[src/rtl/writeback_regfile_pkg.sv]
// Shared types and constants for the writeback/register-file slice.
// Imported by the RTL and by any interface or agent packages.
package writeback_regfile_pkg;

    localparam int WB_DATA_W_DEF   = 16;
    localparam int WB_REG_ADDR_DEF = 3;
    localparam int WB_BYPASS_DEF   = 1;

    typedef enum logic [1:0] {
        WB_ALU = 2'd0,
        WB_PC  = 2'd1,
        WB_MEM = 2'd2,
        WB_NPC = 2'd3
    } wb_sel_e;

    localparam logic [2:0] PSR_NONE = 3'b000;
    localparam logic [2:0] PSR_N    = 3'b100;
    localparam logic [2:0] PSR_Z    = 3'b010;
    localparam logic [2:0] PSR_P    = 3'b001;

endpackage

[src/rtl/writeback_regfile_array.sv]
// Register storage: one synchronous write port, two combinational reads.
// Reset clears every entry.
module wb_reg_array
    import writeback_regfile_pkg::*;
#(
    parameter int DATA_W = WB_DATA_W_DEF,
    parameter int ADDR_W = WB_REG_ADDR_DEF
) (
    input  logic              clk_i,
    input  logic              rst_i,
    input  logic              we_i,
    input  logic [ADDR_W-1:0] waddr_i,
    input  logic [DATA_W-1:0] wdata_i,
    input  logic [ADDR_W-1:0] raddr1_i,
    input  logic [ADDR_W-1:0] raddr2_i,
    output logic [DATA_W-1:0] rdata1_o,
    output logic [DATA_W-1:0] rdata2_o
);

    localparam int NUM_REGS = 2 ** ADDR_W;

    logic [DATA_W-1:0] mem_q [NUM_REGS];

    always_ff @(posedge clk_i) begin
        if (rst_i) begin
            for (int i = 0; i < NUM_REGS; i++) begin
                mem_q[i] <= '0;
            end
        end else if (we_i) begin
            mem_q[waddr_i] <= wdata_i;
        end
    end

    assign rdata1_o = mem_q[raddr1_i];
    assign rdata2_o = mem_q[raddr2_i];

endmodule

[src/rtl/writeback_regfile.sv]
// Writeback stage: source mux, condition codes, register file and
// registered source-operand reads with optional write forwarding.
module writeback_regfile
    import writeback_regfile_pkg::*;
#(
    parameter int DATA_W     = WB_DATA_W_DEF,
    parameter int REG_ADDR_W = WB_REG_ADDR_DEF,
    parameter int BYPASS     = WB_BYPASS_DEF
) (
    input  logic                  clock,
    input  logic                  reset,
    input  logic                  enable_writeback,
    input  logic [1:0]            W_control,
    input  logic [DATA_W-1:0]     aluout,
    input  logic [DATA_W-1:0]     memout,
    input  logic [DATA_W-1:0]     pcout,
    input  logic [DATA_W-1:0]     npc,
    input  logic [REG_ADDR_W-1:0] dr,
    input  logic [REG_ADDR_W-1:0] sr1,
    input  logic [REG_ADDR_W-1:0] sr2,
    output logic [DATA_W-1:0]     VSR1,
    output logic [DATA_W-1:0]     VSR2,
    output logic [2:0]            psr
);

    logic [DATA_W-1:0] wdata;
    logic [DATA_W-1:0] rd1;
    logic [DATA_W-1:0] rd2;
    logic [DATA_W-1:0] vsr1_d, vsr1_q;
    logic [DATA_W-1:0] vsr2_d, vsr2_q;
    logic [2:0]        psr_d, psr_q;
    logic              fwd1;
    logic              fwd2;

    always_comb begin
        wdata = aluout;
        unique case (wb_sel_e'(W_control))
            WB_ALU: wdata = aluout;
            WB_PC:  wdata = pcout;
            WB_MEM: wdata = memout;
            WB_NPC: wdata = npc;
        endcase
    end

    wb_reg_array #(
        .DATA_W (DATA_W),
        .ADDR_W (REG_ADDR_W)
    ) u_array (
        .clk_i    (clock),
        .rst_i    (reset),
        .we_i     (enable_writeback),
        .waddr_i  (dr),
        .wdata_i  (wdata),
        .raddr1_i (sr1),
        .raddr2_i (sr2),
        .rdata1_o (rd1),
        .rdata2_o (rd2)
    );

    // Forwarding makes a same-edge write visible on the read outputs.
    assign fwd1 = (BYPASS != 0) && enable_writeback && (sr1 == dr);
    assign fwd2 = (BYPASS != 0) && enable_writeback && (sr2 == dr);

    always_comb begin
        vsr1_d = fwd1 ? wdata : rd1;
        vsr2_d = fwd2 ? wdata : rd2;
        psr_d  = psr_q;
        if (enable_writeback) begin
            unique case (1'b1)
                wdata[DATA_W-1]: psr_d = PSR_N;
                (wdata == '0):   psr_d = PSR_Z;
                default:         psr_d = PSR_P;
            endcase
        end
    end

    always_ff @(posedge clock) begin
        if (reset) begin
            vsr1_q <= '0;
            vsr2_q <= '0;
            psr_q  <= PSR_NONE;
        end else begin
            vsr1_q <= vsr1_d;
            vsr2_q <= vsr2_d;
            psr_q  <= psr_d;
        end
    end

    assign VSR1 = vsr1_q;
    assign VSR2 = vsr2_q;
    assign psr  = psr_q;

endmodule

[config.mk]
export PLATFORM = sky130hd
export DESIGN_NAME = writeback_regfile
export DESIGN_NICKNAME = d
export VERILOG_FILES = /design/src/rtl/writeback_regfile_pkg.sv /design/src/rtl/writeback_regfile_array.sv /design/src/rtl/writeback_regfile.sv
export SDC_FILE = /design/constraint.sdc
export NUM_CORES = 1
export LEC_CHECK = 0
export CORE_AREA = 3 3 243 126
export DETAILED_ROUTE_END_ITERATION = 8
export DIE_AREA = 0 0 246 129
export MAX_ROUTING_LAYER = met4
export SLEW_MARGIN = 20
export SYNTH_ARGS = -nofsm -noshare
export SYNTH_HDL_FRONTEND = slang
export SYNTH_SLANG_ARGS = --single-unit
[constraint.sdc]
create_clock -name clock -period 2.7 [get_ports clock]
set_clock_uncertainty 0.2 [all_clocks]
set_input_delay 0.54 -clock clock [delete_from_list [all_inputs] [get_ports clock]]
set_output_delay 0.54 -clock clock [all_outputs]
set_load 0.005 [all_outputs]
-- Yosys cells after proc, flatten, opt, wreduce, memory -nomap -nowiden
Memory sizes are Yosys's and may differ from the RTL's. A register that Yosys moved wholly into a read port is not among the register bits.
Cells that the tools add are included.
- reduce and logical (&&, ||, !) cells: 3
- $add $sub $neg: 0
- equal/unequal tests: 3
- $lt $le $gt $ge: 0
- $mul: 0
- bitwise gates (word level): 0
- div/mod/pow operators: 0
- multiplexer cells: 10
- shifts and indexed selects: 0
- operators with widths (kind ; number):
    case mux 16 bit (4 select lines) ; 1
    zero test 16 bit ; 1
    two-way mux 16 bit ; 1
    OR reduction 16 bit ; 1
    two-way mux 1 bit ; 6
    case mux 3 bit (2 select lines) ; 1
    == test 2 bit (second input constant) ; 2
    two-way mux 3 bit ; 1
    == test 2 x 1 -> 1 bit (second input constant) ; 1
    zero test 2 bit ; 1
- memories kept: 1
- logic and storage cells: 18
- ROM bits: 0
- register bits after elaboration: 3
- bits in writable memories: 128
- input bits: 78
- latch bits: 0
- memory list (name ; depth ; bits a word ; read ports ; clocked after Yosys merged registers in ; write ports ; RTL line ; RTL):
    u_array.mem_q ; 8 ; 16 ; 2 ; 2 ; 8 ; writeback_regfile_array.sv:22 ; logic [DATA_W-1:0] mem_q [NUM_REGS];

-- Depth between registers and ports, before layout
- depth after elaboration: 5
- mapped depth: 7
- depth with buffers taken out: 4

-- Modules after synthesis
From an unflattened synthesis, not the netlist that was laid out.
- cell total of the unflattened synthesis: 576
- area total of the unflattened synthesis: 8720.9 um^2
- modules (own cells, without submodules) (module ; instances ; area an instance (um^2) ; sequential area each (um^2) ; cells an instance):
    wb_reg_array ; 1 ; 6974.2 ; 3843.7 ; 430
    writeback_regfile ; 1 ; 1746.7 ; 700.7 ; 146

-- Worst setup path after synthesis
Ideal clock, no wire load.
- path type: input port to flip-flop
- start: input reset
- end: memory u_array.mem_q[7][0] in the netlist's numbering (enable)
- stages on the path: 5
- setup slack: 395 ps
- library setup time: 375 ps
- arrival: 1731 ps
- cell sequence: clkbuf_1 -> nor2b_1 -> clkbuf_1 -> nand4_1 -> nand2b_1
- RTL lines (element ; RTL line ; RTL):
    start: declaration ; writeback_regfile.sv:11 ; input logic reset,
    end: declaration ; writeback_regfile_array.sv:22 ;

-- Worst setup path after layout
- start: input pcout[3]
- end: register psr_q[0] (netlist: psr[0])
- word-level cells in the longest chain between the ends: 3
- ends and longest elaborated chain (element ; RTL line ; RTL):
    start: declaration ; writeback_regfile.sv:16 ; input logic [DATA_W-1:0] pcout,
    case mux 16 bit (4 select lines) ; writeback_regfile.sv:37 ; unique case (wb_sel_e'(W_control))
    zero test 16 bit ; writeback_regfile.sv:71 ; (wdata == '0): psr_d = PSR_Z;
    case mux 3 bit (2 select lines) ; writeback_regfile.sv:69 ; unique case (1'b1)
    end signal: assignment ; writeback_regfile.sv:85 ; psr_q <= psr_d;
    end: declaration ; writeback_regfile.sv:31 ; logic [2:0] psr_d, psr_q;
No other way between the ends.
A chain may end at the register's enable or synchronous reset.

==> reports/metrics.cfg <==
[run_status]
status = finished, final reports clean

[critical_path]
cp_cell_sequence = clkdlybuf4s50_1 -> mux4_1 -> nor4_1 -> nand4_1 -> a32o_2
worst_ep_required_time_ps = 2820
path_class = input port to flip-flop
start_kind = input port
worst_ep_arrival_time_ps = 2610
end_kind = flip-flop
slowest_stage = nor4_1
crit_path_max_incr_delay_ps = 590
critPathTopFamily = simple AND/OR/NAND/NOR gates
path_buf_inv = 1
critPathMaxFanout = 2

[place]
post-dp-hpwl_um = 18500
globalplace.congestion = 0.808
dp_cells = 1159
port_buffers = 112

[logic_synthesis]
yosys_warnings = 0
yosysTopAreaCell = edfxtp_1
syn_inst = 625
synthesis.nets = 703
avgSynthCellArea_um2 = 13.7
synth_seq_area_share_pct = 53.2
synth_cell_type_count = 24
ys_ff_latch = 163
netlist.area_leader.share_pct = 45.0
syn-cell-area_um2 = 8540
ys_top_cells_by_area = edfxtp_1 (45%), mux4_2 (18%), dfxtp_1 (8.2%), nor2_1 (7.2%), mux2i_1 (5.7%)

[power_and_ir_drop]
power_uw = 6390
p_per_area_nw_per_um2 = 565
leakagePower_uw = 0.00407
ir_drop_v = 0.000443

[global_route]
antenna_found_initial = 0
grt_pass1_vias = 6251
grtUsageMet1_pct = 22.3
gr-max-usage-layer = met2
grt_usage_pct = 17.0
grt_pass1_wl_um = 38600
grt_overflow = 0
grt_start_max_net_pins = 36
use_met3_pct = 2.98
use_met2_pct = 27.4

[detailed_routing]
wl_per_cell_um = 21.9
wl_um = 26100
ant_nets = 0
vias = 6189
drt_iter0_drc = 747
vias_per_cell = 5.20
drc = 0
drt_pre_antenna_iters = 5

[finish]
areaGrowthSynthToFinish_pct = 32.3
fin_util_pct = 39.4
fin_cells = 1191
area.sequential_um2 = 4540
fill_cells = 2625
final_net_count = 865
multi_input_area_um2 = 3740
antenna_cells = 0
drive_gt1_share_pct = 25.8

[floorplanning]
core-area_um2 = 28700
dieArea_um2 = 31700
io_pins = 113
die_y_um = 129
rows = 44
initial_core_util_pct = 29.8
die_w_um = 246

[sta]
clock.fmax_ghz = 0.402
tightest_slew_ps = 669
slew_violations = 0
slew_headroom_pct = 55.1
post-route-min-period_ps = 2490
setup_viol = 0
rsz0062_at_grt = false
hold_violations = 0
setup_tns_ps = 0
post-route-period-util_pct = 92.2

[clock_network]
clk_latency_ps = 430
clkTransAtPathRegs_ps = 60
cts_buffer_depth = 2
htreeDepth = 4
clock_sinks = 163
cts-buffers-inserted = 17
hold_buffers = 0
root_buffer = clkbuf_16
cts_setup_buffers = 0
cts_tree = yes
cts_resized = 0

[flow_run]
drv_cap = 0

[min_path]
worstHoldPathType = flip-flop to flip-flop

## metrics by stage
| step | setup WS (ps) | cell area [µm²] | hold slack (ps) |
|---|---|---|---|
| 3_3_place_gp | -194 | 10700 | 278 |
| 2_1_floorplan | 395 | 8540 | 249 |
| 3_5_place_dp | -178 | 10700 | 293 |
| 5_1_grt | 180 | 11300 | 368 |
| 6_report | 210 | 11300 | 308 |
| 4_1_cts | 199 | 11300 | 312 |
## registers in the layout, indices dropped and copies added (netlist names)
signal and flops:
u_array.mem_q 128, VSR1 16, VSR2 16, psr 3
## final cells by class
class	count	share of cell area (%)
flip-flops and latches	163	40.2
multi-input cells	409	33.1
repair buffers	196	17.4
well taps	391	4.33
clock buffers	17	3.77
clock inverters	15	1.10
## routing by layer
| layer | share of wire [%] | up-vias |
|---|---|---|
| met5 | 0 | - |
| met3 | 8.2 | 36 |
| li1 | - | 2735 |
| met4 | 1.6 | 0 |
| met2 | 48 | 262 |
| met1 | 42 | 3156 |
## synth_stat cells
master      n
edfxtp_1  128
buf_6       2
dfxtp_1    35
buf_2      14
nand3_1     4
clkbuf_1   33
nand2_1    20
mux4_2     69
a32o_2      1
buf_1       2
mux4_1     11
clkbuf_8    2
o21ai_0     1
nor4_1      3
mux2_2     16
nor2b_1     3
nand4_1     4
xnor2_1     6
mux2i_1    49
nor2_1    164
a211oi_1   32
nand2b_1    9
o21ai_1    16
nor4_2      1
## logic make-up after synthesis
kind of cell           share of synthesized area, %
flip-flops                                     53.2
AO/OA/AOI/OAI                                  3.94
buffers and inverters                          2.94
XOR/XNOR                                      0.615
multiplexers                                   29.4
AND/OR/NAND/NOR                                9.86
## placed cells by master (no fill, tap or decap), types with 5 or more instances in the layout
master,count
buf_4,65
nand2_1,20
mux4_1,11
nand2b_1,9
o21ai_1,16
a211oi_1,32
dfxtp_1,35
buf_12,19
mux2_2,16
clkdlybuf4s50_1,108
edfxtp_1,128
mux4_2,69
nor2_1,164
xnor2_1,6
mux2i_1,49
clkbuf_16,17
inv_6,5
## power breakdown
part,leakage (µW),internal [µW],switching [µW]
Clock,0.000259,1200,1070
Combinational,0.00230,627,531
Sequential,0.00152,2890,75.4
Total,0.00407,4710,1670
## tightest hold or removal path: cells and delay by family, from the launching register on
family	cells	cell delay (ps)
simple gates	1	70
mux	1	70
flops	1	330
## worst paths after layout
check                      startpoint  endpoint  slack (ps)  cells past startpoint
setup / recovery             pcout[3]    psr[0]         210                      5
hold / removal                 psr[2]    psr[2]         310                      2
hold reg to reg                psr[2]    psr[2]         310                      2
setup reg to reg  u_array.mem_q[7][4]   VSR1[4]        1080                      3
Note: power is estimated with default switching activity, not from simulation.
==> edit 1: new RTL, same settings <==
Set the package constant `WB_REG_ADDR_DEF` to 2 (it was 3).
--- a/src/rtl/writeback_regfile_pkg.sv
+++ b/src/rtl/writeback_regfile_pkg.sv
@@ -3,7 +3,7 @@
 package writeback_regfile_pkg;
 
     localparam int WB_DATA_W_DEF   = 16;
-    localparam int WB_REG_ADDR_DEF = 3;
+    localparam int WB_REG_ADDR_DEF = 2;
     localparam int WB_BYPASS_DEF   = 1;
 
     typedef enum logic [1:0] {
Ports: changed (resized dr, sr1 and sr2); port bits go from 113 to 110. The function was not compared with the original's and may differ.
==> edit 1 against the unedited design <==
  * Non-clock buffer count decreased by 26
  * Register-to-register slack improved by 0.16 ns
  * Power decreased by 40%
  * Wire length fell by 41%
  * Count of clock-buffer cells in the layout down 7
  * Hold slack worse by 0.037 ns
  * Setup slack improved by 0.0096 ns
  * Cell area is 35% lower
  * Sequential cell count decreased by 64
  * Sequential share of layout area down 4.3 points
  * Area after synthesis decreased by 41%
  * Critical path depth increased by 1
  * Largest cell class unchanged
  * Highest routed layer unchanged
==> edit 1: results (changes against the unedited design) <==
Final net count -> 582 (-33%)
Status -> complete, no violations
Largest register FFs -> 64 (-50%)
R2r setup slk -> 1.24 ns (+0.16 ns)
Worst-Skew Late Latency -> 0.36 ns (-0.07 ns)
Post-synthesis sequential area ratio -> 0.520 (-0.0119)
Warning count from the yosys run -> 0 (unchanged)
Fraction of area in multi-input gates -> 0.305 (-0.0261)
Dpl ws -> -0.128 ns (+0.0494 ns)
GP Congestion -> 0.833 (+3.1%)
PnR worst setup slack -> 0.219 ns (+0.00963 ns)
First drt pass iteration count -> 4 (-1)
Hold Path Depth -> 2 (unchanged)
Syn_nets -> 429 (-39%)
Hold slack -> 0.271 ns (-0.0366 ns)
Post-synth EDFFs -> 64 (-50%)
#MultiIn Comb -> 222 (-46%)
All-Layer GR Usage -> 0.103 (-0.0672)
Compound-gate portion of the synthesized area -> 0.0263 (-0.0131)
Fraction of area in registers -> 0.360 (-0.0426)
Htree depth -> 3 (-1)
Synth Flop Type -> edfxtp_1
CTS Buf Count -> 9 (-8)
Iteration-0 DRC Markers -> 211 (-72%)
Cells after DPL -> 887 (-23%)
Cells after synthesis -> 354 (-43%)
Synth Area in XOR/XNOR -> 0.00347 (-0.00268)
Relative slew slack -> 0.377 (-0.174)
Inverters, non-clock -> 5 (+5)
Vias in the first global route -> 3792 (-39%)
WP data arrival -> 2.53 ns (-0.08 ns)
Proportion of synthesized area in mux cells -> 0.274 (-0.0203)
Clkbuf count -> 10 (-7)
NonClk Buf Share -> 0.226 (+0.0518)
Leak pwr -> 2.76 nW (-32%)
Net Sw Frac -> 0.240 (-0.0219)
Vias per cell -> 3.90 (-25%)
CP delay by family, top -> buffers and inverters
FF+latch count -> 99 (-39%)
Global-route wire length before repair -> 23200 microns (-40%)
Slowest CP cell -> mux4_1
VDD IR max -> 0.000282 V (-36%)
Routed len/inst -> 17.1 microns (-22%)
ClkCell Share -> 0.0391 (-0.00950)
PortBufs -> 109 (-2.7%)
Synth area leaders -> edfxtp_1 38%, mux4_2 18%, dfxtp_1 14%
Placed cell area -> 7010 sq um (-35%)
Detailed-route via count -> 3518 (-43%)
Post-DP HPWL -> 12200 microns (-34%)
CP Max Fanout -> 11 (+9)
Resized Gates After CTS -> 0 (unchanged)
WP buf/inv -> 2 (+1)
Filler instances -> 2954 (+13%)
Post-synth top cells -> 64 x edfxtp_1, 46 x and2_1, 40 x mux4_2
Largest net degree at the start of global routing -> 19 (-47%)
Synth-to-Final Area Change -> 44.7%
Initial antenna violation count -> 0 (unchanged)
Yosys cell types -> 36 (+50%)
[edit 1: changes by cell type after synthesis, sizes merged, moves of 6 or more]
| cell | unedited run | this run |
|---|---|---|
| mux2 | 16 | 0 |
| nor2 | 164 | 39 |
| mux2i | 49 | 27 |
| edfxtp | 128 | 64 |
| clkbuf | 35 | 15 |
| a21oi | 0 | 8 |
| xnor2 | 6 | 0 |
| o211ai | 0 | 6 |
| and2 | 0 | 51 |
| mux4 | 80 | 48 |
| a211oi | 32 | 0 |
| o21ai | 17 | 3 |
| nand2b | 9 | 3 |
[edit 1: worst register-to-register path: cells and delay by family, from the launching register on]
| kind | cells | cell delay (ns) |
|---|---|---|
| mux | 2 | 0.68 |
| simple gates | 1 | 0.07 |
| flops | 1 | 0.39 |
[edit 1: per-layer routing]
layer	part of all wire	vias up	routed length, microns	GRT usage
met5	0	-	0	-
met4	0.025	0	390	0.0419
met3	0.043	24	669	0.0167
met2	0.56	71	8620	0.192
met1	0.37	1779	5760	0.109
li1	-	1644	-	-
[edit 1: power groups by stage]
stage          Sequential (mW)  Clock, mW  Combinational [mW]
2_1_floorplan             1.81          0               0.351
3_5_place_dp              1.83          0               0.767
4_1_cts                   1.79       1.28               0.770
5_1_grt                   1.80       1.35               0.815
6_report                  1.79       1.26               0.759
3_3_place_gp              1.82          0               0.762
[edit 1: path summary, 6_finish.rpt]
check | from | to
setup / recovery | W_control[0] | psr[0]
hold / removal | psr[1] | psr[1]
setup reg to reg | u_array.mem_q[3][8] | VSR1[8]
hold reg to reg | psr[1] | psr[1]
[edit 1: through the flow]
step	setup TNS [ns]	total power, mW	util
finish	0	3.82	0.254
CTS	0	3.85	0.254
detailed placement	-0.287	2.59	0.244
floorplan	0	2.16	-
global route	0	3.97	0.254
global placement	-0.237	2.58	0.244
==> edit 2: new RTL, same flow settings <==
Made on the original files. Make the reset (`reset` and `rst_i`) asynchronous in 2 clocked blocks.
--- a/src/rtl/writeback_regfile_array.sv
+++ b/src/rtl/writeback_regfile_array.sv
@@ -21,7 +21,7 @@
 
     logic [DATA_W-1:0] mem_q [NUM_REGS];
 
-    always_ff @(posedge clk_i) begin
+    always_ff @(posedge clk_i or posedge rst_i) begin
         if (rst_i) begin
             for (int i = 0; i < NUM_REGS; i++) begin
                 mem_q[i] <= '0;
--- a/src/rtl/writeback_regfile.sv
+++ b/src/rtl/writeback_regfile.sv
@@ -74,7 +74,7 @@
         end
     end
 
-    always_ff @(posedge clock) begin
+    always_ff @(posedge clock or posedge reset) begin
         if (reset) begin
             vsr1_q <= '0;
             vsr2_q <= '0;
Check against the original RTL: differs if reset is asserted again (counterexample within 4 cycles, from zero or initial values and one cycle with reset high); with reset held inactive, the same outputs for 4 cycles.
==> edit 2 against the unedited design <==
  * Sequential cell count stayed put
  * Register-to-register slack worse by 0.04 ns
  * Wire length is 11% lower
  * Count of clock-buffer cells in the layout increased by 5
  * Synthesized cell count rose by 20%
  * Combinational power grew 61%
  * Area after synthesis shrank 1.4%
  * Critical path depth rose by 2
  * Clock power is 9.7% higher
  * Power is 20% higher
  * Fmax up 9.2%
  * Setup slack better by 0.21 ns
  * Non-clock buffer count down 19
  * Cell area decreased by 2.7%
  * Largest power group unchanged
==> edit 2: results (changes against the unedited design) <==
Status -> complete, no violations
Antenna diodes -> 0 (unchanged)
Vias per cell -> 4.93 (-5.2%)
Worst-Skew Late Latency -> 0.42 ns
Largest register FFs -> 128 (unchanged)
Initial antenna violation count -> 0 (unchanged)
Iteration-0 DRC Markers -> 437 (-41%)
Slowest CP cell -> clkdlybuf4s50_1
Hold Crit Class -> flop to flop
Filler instances -> 2757 (+5.0%)
Post-synthesis sequential area ratio -> 0.484 (-0.0478)
Post-Route WL -> 23300 microns (-11%)
Share of synthesized registers carrying an async set or reset -> 1.00 (+1.00)
All-Layer GR Usage -> 0.158 (-0.0120)
Synth area leaders -> dfrtp_1 48%, mux4_2 19%, o21ai_0 8.5%
Leak pwr -> 4.73 nW (+16%)
Post-synth top cells -> 163 x dfrtp_1, 150 x nand2_1, 143 x o21ai_0
CTS Buffer Depth -> 2 (unchanged)
GP Congestion -> 0.747 (-7.5%)
Final net count -> 954 (+10%)
Yosys top cell area share -> 0.484 (+0.0342)
Switching power -> 2.08 mW (+24%)
Htree depth -> 4 (unchanged)
CP delay by family, top -> buffers and inverters
Dpl ws -> 0.00708 ns (+0.185 ns)
Resized Gates After CTS -> 0 (unchanged)
Warning count from the yosys run -> 0 (unchanged)
Relative slew slack -> 0.607 (+0.0560)
Vias in the first global route -> 6758 (+8.1%)
First drt pass iteration count -> 5 (unchanged)
Clock root buffer -> clkbuf_16
WP data arrival -> 2.38 ns (-0.23 ns)
VDD IR max -> 0.000559 V (+26%)
CP Max Fanout -> 7 (+5)
Share of cells above drive strength 1 -> 0.220 (-0.0377)
CTS Buf Count -> 17 (unchanged)
Yosys cell types -> 25 (+4.2%)
Largest net degree at the start of global routing -> 38 (+5.6%)
Max stage delay on crit path -> 0.47 ns (-0.12 ns)
PortBufs -> 112 (unchanged)
Syn_nets -> 825 (+17%)
Global-route wire length before repair -> 37400 microns (-3.0%)
Setup Buffers After CTS -> 0 (unchanged)
Largest register by flop count -> u_array.mem_q
Clock transition at path regs -> 0.06 ns (about the same)
Post-DP HPWL -> 16500 microns (-11%)
-- edit 2: logic make-up after synthesis --
family | synth area share
simple gates | 0.0888
compound gates | 0.103
flops | 0.484
mux | 0.283
buf+inv | 0.0346
xor+xnor | 0.00624
-- edit 2: worst paths after layout --
path                            slack (ns)  cells after the start              start            endpoint
max in group asynchronous             1.33                      3              reset  u_array.mem_q[115]
min in group asynchronous             0.31                      2              reset   u_array.mem_q[86]
worst min-delay path                  0.30                      2  u_array.mem_q[30]   u_array.mem_q[30]
worst max register to register        1.04                      4   u_array.mem_q[8]             VSR1[8]
worst min register to register        0.30                      2  u_array.mem_q[30]   u_array.mem_q[30]
worst max-delay path                  0.42                      7       W_control[1]              psr[0]
-- edit 2: power groups by stage --
stage | logic (mW) | registers [mW] | clock network, mW
after floorplan | 1.11 | 3.28 | 0
after global placement | 1.85 | 3.33 | 0
after detailed placement | 1.90 | 3.37 | 0
after CTS | 1.91 | 3.33 | 2.53
after global routing | 2.08 | 3.40 | 2.64
final | 1.87 | 3.33 | 2.49
-- edit 2: through the flow --
| step | area (sq um) | power (mW) | cells | util | TNS (ns) |
|---|---|---|---|---|---|
| floorplan | 8430 | 4.39 | 747 | - | -18.06 |
| global placement | 10400 | 5.19 | 1248 | 0.362 | 0 |
| detailed placement | 10400 | 5.27 | 1248 | 0.362 | 0 |
| CTS | 11000 | 7.77 | 1278 | 0.383 | 0 |
| global route | 11000 | 8.12 | 1278 | 0.383 | 0 |
| finish | 11000 | 7.69 | 1278 | 0.383 | 0 |
-- edit 2: layout make-up --
cell class,count,area (sq um),share of cell area
well taps,391,489,0.0445
clock buffers,22,474,0.0431
inverters,3,15.0,0.00137
repair buffers,177,1760,0.160
flip-flops and latches,163,4080,0.371
clock inverters,8,128,0.0116
multi-input cells,514,4050,0.369
-- edit 2: layer usage --
layer  part of all wire  vias up  global-route usage
met5                  0        -                   -
li1                   -     2936                   -
met3              0.033       24              0.0237
met2               0.52      116               0.277
met4              0.020        0              0.0492
met1               0.43     3222               0.189
-- edit 2: worst reg2reg max path: stages, from the launching register on --
cell     delay, ns
dfrtp_1       0.39
mux4_2        0.47
mux2_2        0.28
nand2_1       0.06
o21ai_0       0.12
